$ cat src/rtl/bus_pkg.sv
// Shared types and constants for the two-core shared memory bus.
// Imported by the arbiter and the system_bus top level.
package bus_pkg;

  localparam int BUS_ADDR_W = 9;
  localparam int BUS_DATA_W = 8;

  localparam logic RW_READ  = 1'b0;
  localparam logic RW_WRITE = 1'b1;

  typedef enum logic [1:0] {
    IDLE,
    OWN0,
    OWN1
  } bus_state_t;

endpackage

$ cat src/rtl/rr_arbiter2.sv
// Two-requester round-robin ownership FSM.
// Grants are decoded straight from the state register.
module rr_arbiter2
  import bus_pkg::*;
(
  input  logic clk,
  input  logic reset,
  input  logic req0,
  input  logic req1,
  output logic grant0,
  output logic grant1
);

  bus_state_t state_q;
  bus_state_t state_d;
  logic       last_owner;

  always_comb begin
    state_d = state_q;
    unique case (state_q)
      IDLE: begin
        if (req0 && req1)
          state_d = last_owner ? OWN0 : OWN1;
        else if (req0)
          state_d = OWN0;
        else if (req1)
          state_d = OWN1;
      end
      OWN0: if (!req0) state_d = req1 ? OWN1 : IDLE;
      OWN1: if (!req1) state_d = req0 ? OWN0 : IDLE;
      default: state_d = IDLE;
    endcase
  end

  // last_owner resets to 1 so core0 wins the first contention
  always_ff @(posedge clk or negedge reset) begin
    if (!reset) begin
      state_q    <= IDLE;
      last_owner <= 1'b1;
    end else begin
      state_q <= state_d;
      if (state_d == OWN0)
        last_owner <= 1'b0;
      else if (state_d == OWN1)
        last_owner <= 1'b1;
    end
  end

  assign grant0 = (state_q == OWN0);
  assign grant1 = (state_q == OWN1);

endmodule

$ cat src/rtl/system_bus.sv
// Shared bus between core0/core1 and gpiomem.
// Owner's signals are muxed to memory; read data returns to owner only.
module system_bus
  import bus_pkg::*;
#(
  parameter int ADDR_W = BUS_ADDR_W,
  parameter int DATA_W = BUS_DATA_W
) (
  input  logic              clk,
  input  logic              reset,
  input  logic              core0_request,
  output logic              core0_grant,
  input  logic [DATA_W-1:0] core0_data_in,
  output logic [DATA_W-1:0] core0_data_out,
  input  logic [ADDR_W-1:0] core0_address,
  input  logic              core0_rw,
  input  logic              core1_request,
  output logic              core1_grant,
  input  logic [DATA_W-1:0] core1_data_in,
  output logic [DATA_W-1:0] core1_data_out,
  input  logic [ADDR_W-1:0] core1_address,
  input  logic              core1_rw,
  output logic [ADDR_W-1:0] RAM_address,
  output logic [DATA_W-1:0] RAM_data_in,
  input  logic [DATA_W-1:0] RAM_data_out,
  output logic              rw
);

  rr_arbiter2 u_arb (
    .clk    (clk),
    .reset  (reset),
    .req0   (core0_request),
    .req1   (core1_request),
    .grant0 (core0_grant),
    .grant1 (core1_grant)
  );

  always_comb begin
    RAM_address    = '0;
    RAM_data_in    = '0;
    rw             = RW_READ;
    core0_data_out = '0;
    core1_data_out = '0;
    unique case (1'b1)
      core0_grant: begin
        RAM_address    = core0_address;
        RAM_data_in    = core0_data_in;
        rw             = core0_rw;
        core0_data_out = RAM_data_out;
      end
      core1_grant: begin
        RAM_address    = core1_address;
        RAM_data_in    = core1_data_in;
        rw             = core1_rw;
        core1_data_out = RAM_data_out;
      end
      default: ;
    endcase
  end

endmodule

$ cat config.mk
export PLATFORM = sky130hd
export DESIGN_NAME = system_bus
export DESIGN_NICKNAME = d
export VERILOG_FILES = /design/src/rtl/bus_pkg.sv /design/src/rtl/rr_arbiter2.sv /design/src/rtl/system_bus.sv
export SDC_FILE = /design/constraint.sdc
export NUM_CORES = 1
export LEC_CHECK = 0
export ABC_AREA = 1
export BUFFER_PORTS_ARGS = -buffer_cell sky130_fd_sc_hd__buf_4
export CAP_MARGIN = 15
export CORE_MARGIN = 4
export CORE_UTILIZATION = 35
export DETAILED_ROUTE_END_ITERATION = 12
export PLACE_DENSITY_LB_ADDON = 0.3
export SYNTH_ARGS = -nofsm -noshare
export SYNTH_HDL_FRONTEND = slang
export SYNTH_SLANG_ARGS = --single-unit
$ cat constraint.sdc
create_clock -name clk -period 3.45 [get_ports clk]
set_input_delay 0.1725 -clock clk [delete_from_list [all_inputs] [get_ports clk]]
set_output_delay 0.1725 -clock clk [all_outputs]
set_load 0.02 [all_outputs]
==> results_dict.tcl, run 1 <==
set metrics [dict create \
    run_status "completed" \
    total_leakage_power_nw 0.8266 \
    post_dp_cell_area_um2 1289 \
    clock_sinks 3 \
    die_area_um2 2714 \
    synth.cell_area_um2 680.7 \
    async_flop_share_pct 100.0 \
    grt_max_degree 28 \
    area.growth.synth_to_final_pct 94.67 \
    grt_antenna_before_repair 0 \
    drt_drc_violations_left 0 \
    worst_slew_pin_slew_ns 0.2799 \
    synth.top_cells.by_count "sky130_fd_sc_hd__nand2_1 (63), sky130_fd_sc_hd__inv_1 (20), sky130_fd_sc_hd__a21oi_1 (19)" \
    timing.final.crit_share_pct 54.93 \
    critical_path_class "flip-flop to output port" \
    ys_ff_latch 3 \
    seqPwrFrac_pct 8.4 \
    edff_count_synth 0 \
    final_cell_area_um2 1325 \
    dp_hpwl_um 2332 \
    postSynth.topFlopCell "sky130_fd_sc_hd__dfrtp_1" \
    cts.reportedPaths.clkPinSlew_ns 0.04 \
    power_frac_clock_pct 6.7 \
    max_clock_freq_mhz 527.7 \
    crit-reg2reg-capture "u_arb.last_owner" \
    gp_congestion 0.9256 \
    dpl.cell_count 233 \
    synth_top_cells_by_area "sky130_fd_sc_hd__nand2_1 (35%), sky130_fd_sc_hd__a21oi_1 (14%), sky130_fd_sc_hd__ha_1 (11%)" \
    report.final.setup_viol 0 \
    final_net_count 268 \
    fin_crit_ns 1.895 \
    clk_latency_ns 0.23 \
    timing.max_slew.rel_slack_pct 81.31 \
    critical-path-max-stage-delay_ns 0.43 \
    synth.yosys.seq_area_share_pct 11.21 \
    finalMaxSlewViolations 0 \
    start_kind "flip-flop" \
    vias 1065 \
    rr_worst_depth 10 \
    first_global_vias 954 \
    initial_core_utilization_pct 38.18 \
    total_routing_usage_gr_pct 20.32 \
    regToRegSetupSlack_ns 1.58 \
    detailed_route_vias_per_instance 4.475 \
    clk_root_buffer_cell "sky130_fd_sc_hd__clkbuf_4" \
    synth_most_common_cell "sky130_fd_sc_hd__nand2_1" \
    maximum_vdd_drop_mv 0.5923 \
    max-clock-path-buffers 2 \
    num_io_pins 84 \
    detailedRoute.firstPassIterationCount 4 \
    rr_startpoint "u_arb.state_q[1]" \
    dp_worst_setup_slack_ns 1.583 \
    finalSetupTns_ns 0 \
    count_of_input_and_output_buffers 83 \
    max-cap-violations 0 \
    synthDominantAreaCellType "sky130_fd_sc_hd__nand2_1" \
    rsz0062_at_grt "no" \
    cts-htree-levels 1 \
    combinationalPowerShare_pct 84.9 \
    layout-drive-gt1-share_pct 43.66 \
    setup_slack_ns 1.555 \
    final.setup_skew_ns 0.001060 \
    arr_time_crit_path_ns 1.72 \
    diodes 0 \
    hold_path.class "input pin to asynchronous set/reset pin" \
    post_synthesis_cell_type_count 16 \
    drt.antenna.violating_nets 0 \
    setup.worst_path.end_class "output port" \
    finalHoldViolCount 0 \
    timing.critical_path.fanout_max 27 \
    finish.cell_count_without_fillers 238 \
    finalWirelength_um 2836 \
    worst-endpoint-required_ns 3.28 \
    worst_path_max_delay_cell "sky130_fd_sc_hd__dfrtp_1" \
    timing.critical_path.cells "inv_1 > ha_1 > buf_4 > nand2_1 > a21oi_1 > buf_4" \
    synth_cells 130 \
    p_per_area_nw_per_um2 674.0 \
    floorplan.die.height_um 52.10 \
    synth_top_area_share_pct 34.74 \
    proportion_of_total_power_due_to_net_switching_pct 56.21 \
    gr-total-overflow 0 \
    syn_nets 184 \
    syn-mean-instance-area_um2 5.236 \
    setup.worst_path.start "u_arb.state_q[0]" \
    drt_iter0_drc 8 \
    fp.coreArea_um2 1783 \
    power.net_switching_mw 0.5020 \
    num_cts_buffers 3 \
    wire_per_inst_um 11.92 \
    cp_common_cell "sky130_fd_sc_hd__buf_4" \
    ys.warnings.count 0 \
    post_cts.resized_instances 0 \
    cts_tree "yes" \
    width_of_the_die_um 52.10 \
    num_rows 15 \
    p_int_mw 0.3911 \
    grt_first_pass_wirelength_um 4340 \
]
[what timing repair did]
item,4_1_cts,5_1_grt
setup buffers,0,0
hold buffers,1,0
hold endpoints to repair,3,0
[cell type report]
class                           instances  area, um2
Fill cell                             158      457.9
Clock buffer                            4      26.28
Multi-Input combinational cell         98      460.4
Inverter                               22      82.58
Sequential cell                         3      76.32
Tap cell                               25      31.28
Timing Repair Buffer                   86      648.1
[per-stage QoR]
step	power (mW)	hold slack, ns	util, %
floorplan	0.5774	-0.1231	-
global placement	0.8136	-0.03718	72.28
detailed placement	0.8345	-0.03589	72.28
CTS	0.9003	0.2603	74.32
global route	0.9838	0.2762	74.32
finish	0.8931	0.2708	74.32
[power groups by stage]
stage | registers, mW | clock network [mW] | logic, mW
5_1_grt | 0.0796 | 0.0678 | 0.836
6_report | 0.0749 | 0.0602 | 0.758
2_1_floorplan | 0.0703 | 0 | 0.507
3_3_place_gp | 0.0728 | 0 | 0.741
3_5_place_dp | 0.0752 | 0 | 0.759
4_1_cts | 0.0749 | 0.0638 | 0.762
[worst max path at each step]
stage | depth (start not counted) | endpoint
after floorplan | 10 | u_arb.last_owner
after global placement | 10 | u_arb.last_owner
after detailed placement | 10 | u_arb.last_owner
after CTS | 6 | RAM_data_in[3]
after global routing | 10 | u_arb.last_owner
final | 6 | RAM_data_in[3]
[layer usage]
layer	vias up	GRT usage [%]	part of all wire, %
met5	-	0	0
met4	0	6.550	1.4
met3	4	3.725	11
met2	50	37.66	51
met1	455	22.93	36
li1	556	-	-
[critical path: cells and delay by family (launching register included)]
kind / cells / cell delay [ns]
buffers and inverters: 3 / 0.61
AND/OR/NAND/NOR: 1 / 0.08
adder cells (fa/ha/maj): 1 / 0.21
flip-flops: 1 / 0.43
AO/OA/AOI/OAI: 1 / 0.16
[state kept, by name, summed over array words and instances (netlist names)]
| signal | flops |
|---|---|
| u_arb.last_owner | 1 |
| u_arb.state_q | 2 |
[cells by family after synthesis]
kind of cell             Yosys count  share of synthesized area [%]
AO/OA/AOI/OAI                     24                          18.20
adder cells (fa/ha/maj)            6                          11.03
AND/OR/NAND/NOR                   68                          38.42
flip-flops                         3                          11.21
buffers and inverters             29                          21.14
[layout by cell type, fill, tap and decap left out, drive strengths merged]
cell and n:
ha 6, dfstp 1, dfrtp 2, nand2 64, o21ai 4, buf 85, clkbuf 4, inv 22
dlygate4sd3 1, nand3 3, nor2 1, a21oi 20
Note: power is estimated with default switching activity, not from simulation.
==> run 2, diff against run 1 <==
Settings changed: CORE_UTILIZATION 35 to 29.
Clock period 3.45 ns to 1.7 ns, I/O delays scaled along.
==> results_dict.tcl, run 2 (same netlist as run 1, synthesis figures left out) <==
set metrics [dict create \
    grt_antenna_before_repair 0 \
    final.setup_skew_ns 0.002100 \
    p_per_area_nw_per_um2 1409 \
    run_status "completed" \
    finalHoldViolCount 0 \
    total_leakage_power_nw 0.8454 \
    clk_latency_ns 0.23 \
    largest_register_ffs 2 \
    hold_path.class "input pin to asynchronous set/reset pin" \
    timing.final.crit_share_pct 92.27 \
    wire_per_inst_um 10.81 \
    width_of_the_die_um 56.45 \
    final_net_count 270 \
    multi_input_area_um2 485.5 \
    clk_root_buffer_cell "sky130_fd_sc_hd__clkbuf_4" \
    cts_tree "yes" \
    whs_ns 0.1935 \
    final_cell_area_um2 1411 \
    cts_setup_buffers 0 \
    layout-drive-gt1-share_pct 46.98 \
    dp_worst_setup_slack_ns 0.08374 \
    fp.coreArea_um2 2233 \
    drt_iter0_drc 28 \
    vias 1081 \
    critical_path_class "flip-flop to output port" \
    sequential_cell_area_um2 78.83 \
    first_global_vias 939 \
    num_cts_buffers 3 \
    grt_first_pass_wirelength_um 3926 \
    maximum_vdd_drop_mv 0.9133 \
    grt_max_degree 27 \
    regMostFlops "u_arb.state_q" \
    cts-htree-levels 1 \
    largest_registers "u_arb.state_q x2, u_arb.last_owner x1" \
    num_rows 17 \
    finalWirelength_um 2627 \
    finalSetupTns_ns 0 \
    die_area_um2 3186 \
    nFillCells 194 \
    gr-total-overflow 0 \
    dp_hpwl_um 2117 \
    layout.cells.most_common "sky130_fd_sc_hd__buf_4" \
    diodes 0 \
    gp_congestion 0.7814 \
    worst_slew_pin_slew_ns 0.1746 \
    finish.cell_count_without_fillers 243 \
    rsz0062_at_grt "no" \
    detailedRoute.firstPassIterationCount 4 \
    initial_core_utilization_pct 30.48 \
    worst-endpoint-required_ns 1.62 \
    timing.critical_path.fanout_max 16 \
    start_kind "flip-flop" \
    fin_crit_ns 1.569 \
    timing.max_slew.rel_slack_pct 88.36 \
    report.final.setup_viol 0 \
    setup_slack_ns 0.1314 \
    area.growth.synth_to_final_pct 107.4 \
    cts.reportedPaths.clkPinSlew_ns 0.04 \
    num_io_pins 84 \
    arr_time_crit_path_ns 1.48 \
    finalMaxSlewViolations 0 \
    max-clock-path-buffers 2 \
    dpl.cell_count 237 \
    max-cap-violations 0 \
    drt_drc_violations_left 0 \
    floorplan.die.height_um 56.45 \
    drt.antenna.violating_nets 0 \
    setup.worst_path.end_class "output port" \
    clock_sinks 3 \
    layout_common_cells "sky130_fd_sc_hd__buf_4 (83), sky130_fd_sc_hd__nand2_1 (63), sky130_fd_sc_hd__a21oi_1 (19)" \
    detailed_route_vias_per_instance 4.449 \
    post_dp_cell_area_um2 1303 \
    count_of_input_and_output_buffers 83 \
    total_routing_usage_gr_pct 14.81 \
    max_clock_freq_mhz 637.5 \
]
==> run 2: cell types whose count changed in the layout (fill, tap and decap cells not counted), moves of 2 or more <==
cell	change
sky130_fd_sc_hd__buf_4	-2
sky130_fd_sc_hd__buf_6	+2
sky130_fd_sc_hd__dfrtp_1	-2
sky130_fd_sc_hd__dfrtp_2	+2
sky130_fd_sc_hd__ha_1	-2
sky130_fd_sc_hd__ha_4	+2
sky130_fd_sc_hd__inv_1	-2
==> run 2: timing repair <==
item / 4_1_cts / 5_1_grt
endpoints found under the hold margin: 3 / 0
hold buffers: 1 / 0
endpoints found under the setup margin: 18 / 19
resized for setup: 3 / 11
cloned: 0 / 1
==> run 2: area by class of cell <==
| class | count | share of cell area, % |
|---|---|---|
| repair buffers | 88 | 49.65 |
| flip-flops and latches | 3 | 5.585 |
| multi-input cells | 98 | 34.40 |
| well taps | 28 | 2.482 |
| clock buffers | 4 | 1.862 |
| inverters | 22 | 6.028 |
==> run 2: path summary, 6_finish.rpt <==
| kind | end | startpoint | cells past startpoint | slack [ns] |
|---|---|---|---|---|
| worst max register to register | u_arb.last_owner | u_arb.state_q[0] | 9 | 0.14 |
| min in group clk | u_arb.state_q[1] | core0_request | 6 | 0.26 |
| worst min-delay path | u_arb.state_q[1] | reset | 2 | 0.19 |
| max in group asynchronous | u_arb.last_owner | reset | 2 | 1.32 |
| worst max-delay path | RAM_data_in[4] | u_arb.state_q[0] | 6 | 0.13 |
| worst min register to register | u_arb.last_owner | u_arb.last_owner | 2 | 0.48 |
==> run 2: critical path, stage by stage, from the launching register on <==
cell and delay [ns]:
sky130_fd_sc_hd__dfrtp_2 0.45, sky130_fd_sc_hd__inv_2 0.11, sky130_fd_sc_hd__ha_4 0.16, sky130_fd_sc_hd__buf_6 0.16
sky130_fd_sc_hd__nand2_1 0.06, sky130_fd_sc_hd__a21oi_1 0.14, sky130_fd_sc_hd__buf_4 0.16
==> run 2: power by group <==
group          switching [mW]  total, mW  internal, mW
clock network          0.0375      0.125        0.0880
registers              0.0466      0.168         0.121
logic                   0.977       1.70         0.719
total                    1.06       1.99         0.928
==> run 2: metrics by stage <==
stage / power (mW) / utilization [%]
floorplan: 1.175 / -
global placement: 1.677 / 58.32
detailed placement: 1.717 / 58.32
CTS: 1.883 / 60.50
global route: 2.150 / 63.19
finish: 1.988 / 63.19
==> run 2: layer usage <==
metal  track usage (%)  vias to the layer above  routed length (um)
met1             14.84                      463                 991
met3             2.989                        0                 245
met2             29.87                       52                1391
met5                 0                        -                   0
li1                  -                      566                   -
met4             4.068                        0                   0
==> run 3, diff against run 2 <==
Settings changed: ABC_AREA 1 to not set.
==> results_dict.tcl, run 3 <==
set metrics [dict create \
    first_global_vias 960 \
    synth.top_cells.by_count "sky130_fd_sc_hd__a22oi_1 (18), sky130_fd_sc_hd__nor2b_1 (18), sky130_fd_sc_hd__and2_1 (16)" \
    finish.cell_count_without_fillers 209 \
    finalHoldViolCount 0 \
    timing.critical_path.cells "buf_6 > buf_6 > mux2_4 > a32oi_2 > o22a_1 > ha_4 > mux2i_1" \
    grt_first_pass_wirelength_um 4464 \
    drt_drc_violations_left 0 \
    vias 989 \
    finalWirelength_um 2967 \
    diodes 0 \
    power_total_mw 2.550 \
    clk_latency_ns 0.23 \
    run_status "complete, but fails checks" \
    multi_input_area_um2 625.6 \
    max-cap-violations 0 \
    rsz0062_at_grt "yes" \
    num_io_pins 84 \
    area.growth.synth_to_final_pct 139.8 \
    timing.max_slew.rel_slack_pct 84.73 \
    arr_time_crit_path_ns 1.92 \
    cp_common_cell "sky130_fd_sc_hd__buf_6" \
    finalSetupTns_ns -0.06527 \
    synth_cells 85 \
    ys_ff_latch 3 \
    syn_nets 139 \
    total_leakage_power_nw 0.7868 \
    start_kind "flip-flop" \
    synth_top_cells_by_area "sky130_fd_sc_hd__a22oi_1 (20%), sky130_fd_sc_hd__nor2b_1 (17%), sky130_fd_sc_hd__and2_1 (15%)" \
    clk_root_buffer_cell "sky130_fd_sc_hd__clkbuf_4" \
    synth.yosys.seq_area_share_pct 11.57 \
    detailed_route_vias_per_instance 4.732 \
    syn-mean-instance-area_um2 7.757 \
    max-clock-path-buffers 2 \
    synth.cell_area_um2 659.4 \
    critical_path.top_delay_family "compound AO/OA/AOI/OAI gates" \
    cts-htree-levels 1 \
    regMostFlops "u_arb.state_q" \
    cp_num_buf_inv 2 \
    proportion_of_total_power_due_to_net_switching_pct 44.80 \
    detailedRoute.firstPassIterationCount 4 \
    timing.critical_path.fanout_max 3 \
    largest_register_ffs 2 \
    critical-path-max-stage-delay_ns 0.39 \
    largest_registers "u_arb.state_q x2, u_arb.last_owner x1" \
    post_dp_cell_area_um2 1371 \
    critical_path_class "flip-flop to flip-flop" \
    final_cell_area_um2 1582 \
    clock_sinks 3 \
    grt_max_degree 20 \
    seqPwrFrac_pct 5.7 \
    total_routing_usage_gr_pct 17.38 \
    final.setup_skew_ns 0.001171 \
    dp_worst_setup_slack_ns -0.07313 \
    die_area_um2 3101 \
    timing.final.crit_share_pct 103.2 \
    dp_hpwl_um 2225 \
    num_rows 17 \
    initial_core_utilization_pct 30.10 \
    wire_per_inst_um 14.20 \
    edff_count_synth 0 \
    hold_path.class "input pin to asynchronous set/reset pin" \
    gp_congestion 0.8955 \
    worst-endpoint-required_ns 1.86 \
    dpl.cell_count 197 \
    p_per_area_nw_per_um2 1612 \
    count_of_input_and_output_buffers 83 \
    ys.warnings.count 0 \
    fp.coreArea_um2 2191 \
    combinationalPowerShare_pct 89.4 \
    worst_path_max_delay_cell "sky130_fd_sc_hd__dfrtp_1" \
    num_cts_buffers 3 \
    worst_slew_pin_slew_ns 0.2281 \
    sequential_cell_area_um2 77.57 \
    cts.reportedPaths.clkPinSlew_ns 0.04 \
    p_int_mw 1.408 \
    layout.cells.most_common "sky130_fd_sc_hd__buf_4" \
    synth_top_area_share_pct 20.49 \
    power_frac_clock_pct 4.9 \
    floorplan.die.height_um 55.69 \
    final_net_count 236 \
    fin_crit_ns 1.754 \
    cts_tree "yes" \
    layout_common_cells "sky130_fd_sc_hd__buf_4 (92), sky130_fd_sc_hd__nor2b_1 (17), sky130_fd_sc_hd__and2_1 (16)" \
    setup.worst_path.end_class "flip-flop" \
    setup_slack_ns -0.05394 \
    async_flop_share_pct 100.0 \
    post_synthesis_cell_type_count 22 \
    drt.antenna.violating_nets 0 \
    postSynth.topFlopCell "sky130_fd_sc_hd__dfrtp_1" \
    nFillCells 178 \
    maximum_vdd_drop_mv 1.149 \
    power.net_switching_mw 1.143 \
    width_of_the_die_um 55.69 \
    layout-drive-gt1-share_pct 67.40 \
    finalMaxSlewViolations 0 \
    report.final.setup_viol 3 \
    gr-total-overflow 0 \
    max_clock_freq_mhz 570.1 \
    drt_iter0_drc 16 \
    failed_checks "negative setup slack" \
    grt_antenna_before_repair 0 \
    synthDominantAreaCellType "sky130_fd_sc_hd__a22oi_1" \
]
[run 3: cells by family (layout without fill, tap and decap cells)]
logic type,count (synthesis),in the layout,share of synthesized area [%]
flops,3,3,11.58
simple gates,37,37,34.35
compound gates,26,26,31.50
mux,2,2,3.794
fa+ha+maj,6,6,11.38
buf+inv,11,107,7.399
[run 3: worst paths after layout]
check                                   end              from  slack [ns]  cells after the start
max in group asynchronous  u_arb.last_owner             reset        1.34                      2
max reg2reg                u_arb.last_owner  u_arb.state_q[1]       -0.05                      7
max                        u_arb.last_owner  u_arb.state_q[1]       -0.05                      7
min                        u_arb.state_q[0]             reset        0.18                      2
min reg2reg                u_arb.last_owner  u_arb.last_owner        0.47                      2
min in group clk           u_arb.state_q[1]     core1_request        0.28                      3
[run 3: cell type report]
cell class	instances	share of cell area (%)
Timing Repair Buffer	99	50.71
Multi-Input combinational cell	71	39.56
Sequential cell	3	4.905
Tap cell	28	2.215
Clock buffer	4	1.661
Inverter	4	0.9494
[run 3: timing repair]
action | in CTS | in global routing
setup buffers | 4 | 2
gates cloned | 1 | 0
gates resized for setup | 6 | 14
pin swaps | 1 | 3
setup endpoints to repair | 27 | 20
hold endpoints to repair | 3 | 0
hold buffers | 1 | 0
[run 3: stage by stage]
step / utilization, % / hold WS, ns
floorplan: - / -0.2106
global placement: 62.59 / -0.1245
detailed placement: 62.59 / -0.1241
finish: 72.19 / 0.1791
CTS: 68.48 / 0.1674
global route: 72.19 / 0.1839
[run 3: routing by layer]
| layer | GRT usage (%) | share of wire, % |
|---|---|---|
| met3 | 2.552 | 7.1 |
| met4 | 4.167 | 0.57 |
| met2 | 34.63 | 59 |
| met1 | 18.70 | 33 |
| met5 | 0 | 0 |
[run 3: power by group through the flow]
stage	clock, mW	sequential, mW	combinational, mW
global route	0.138	0.152	2.44
global placement	0	0.143	1.85
floorplan	0	0.147	1.14
CTS	0.132	0.137	2.14
detailed placement	0	0.146	1.91
finish	0.125	0.145	2.28
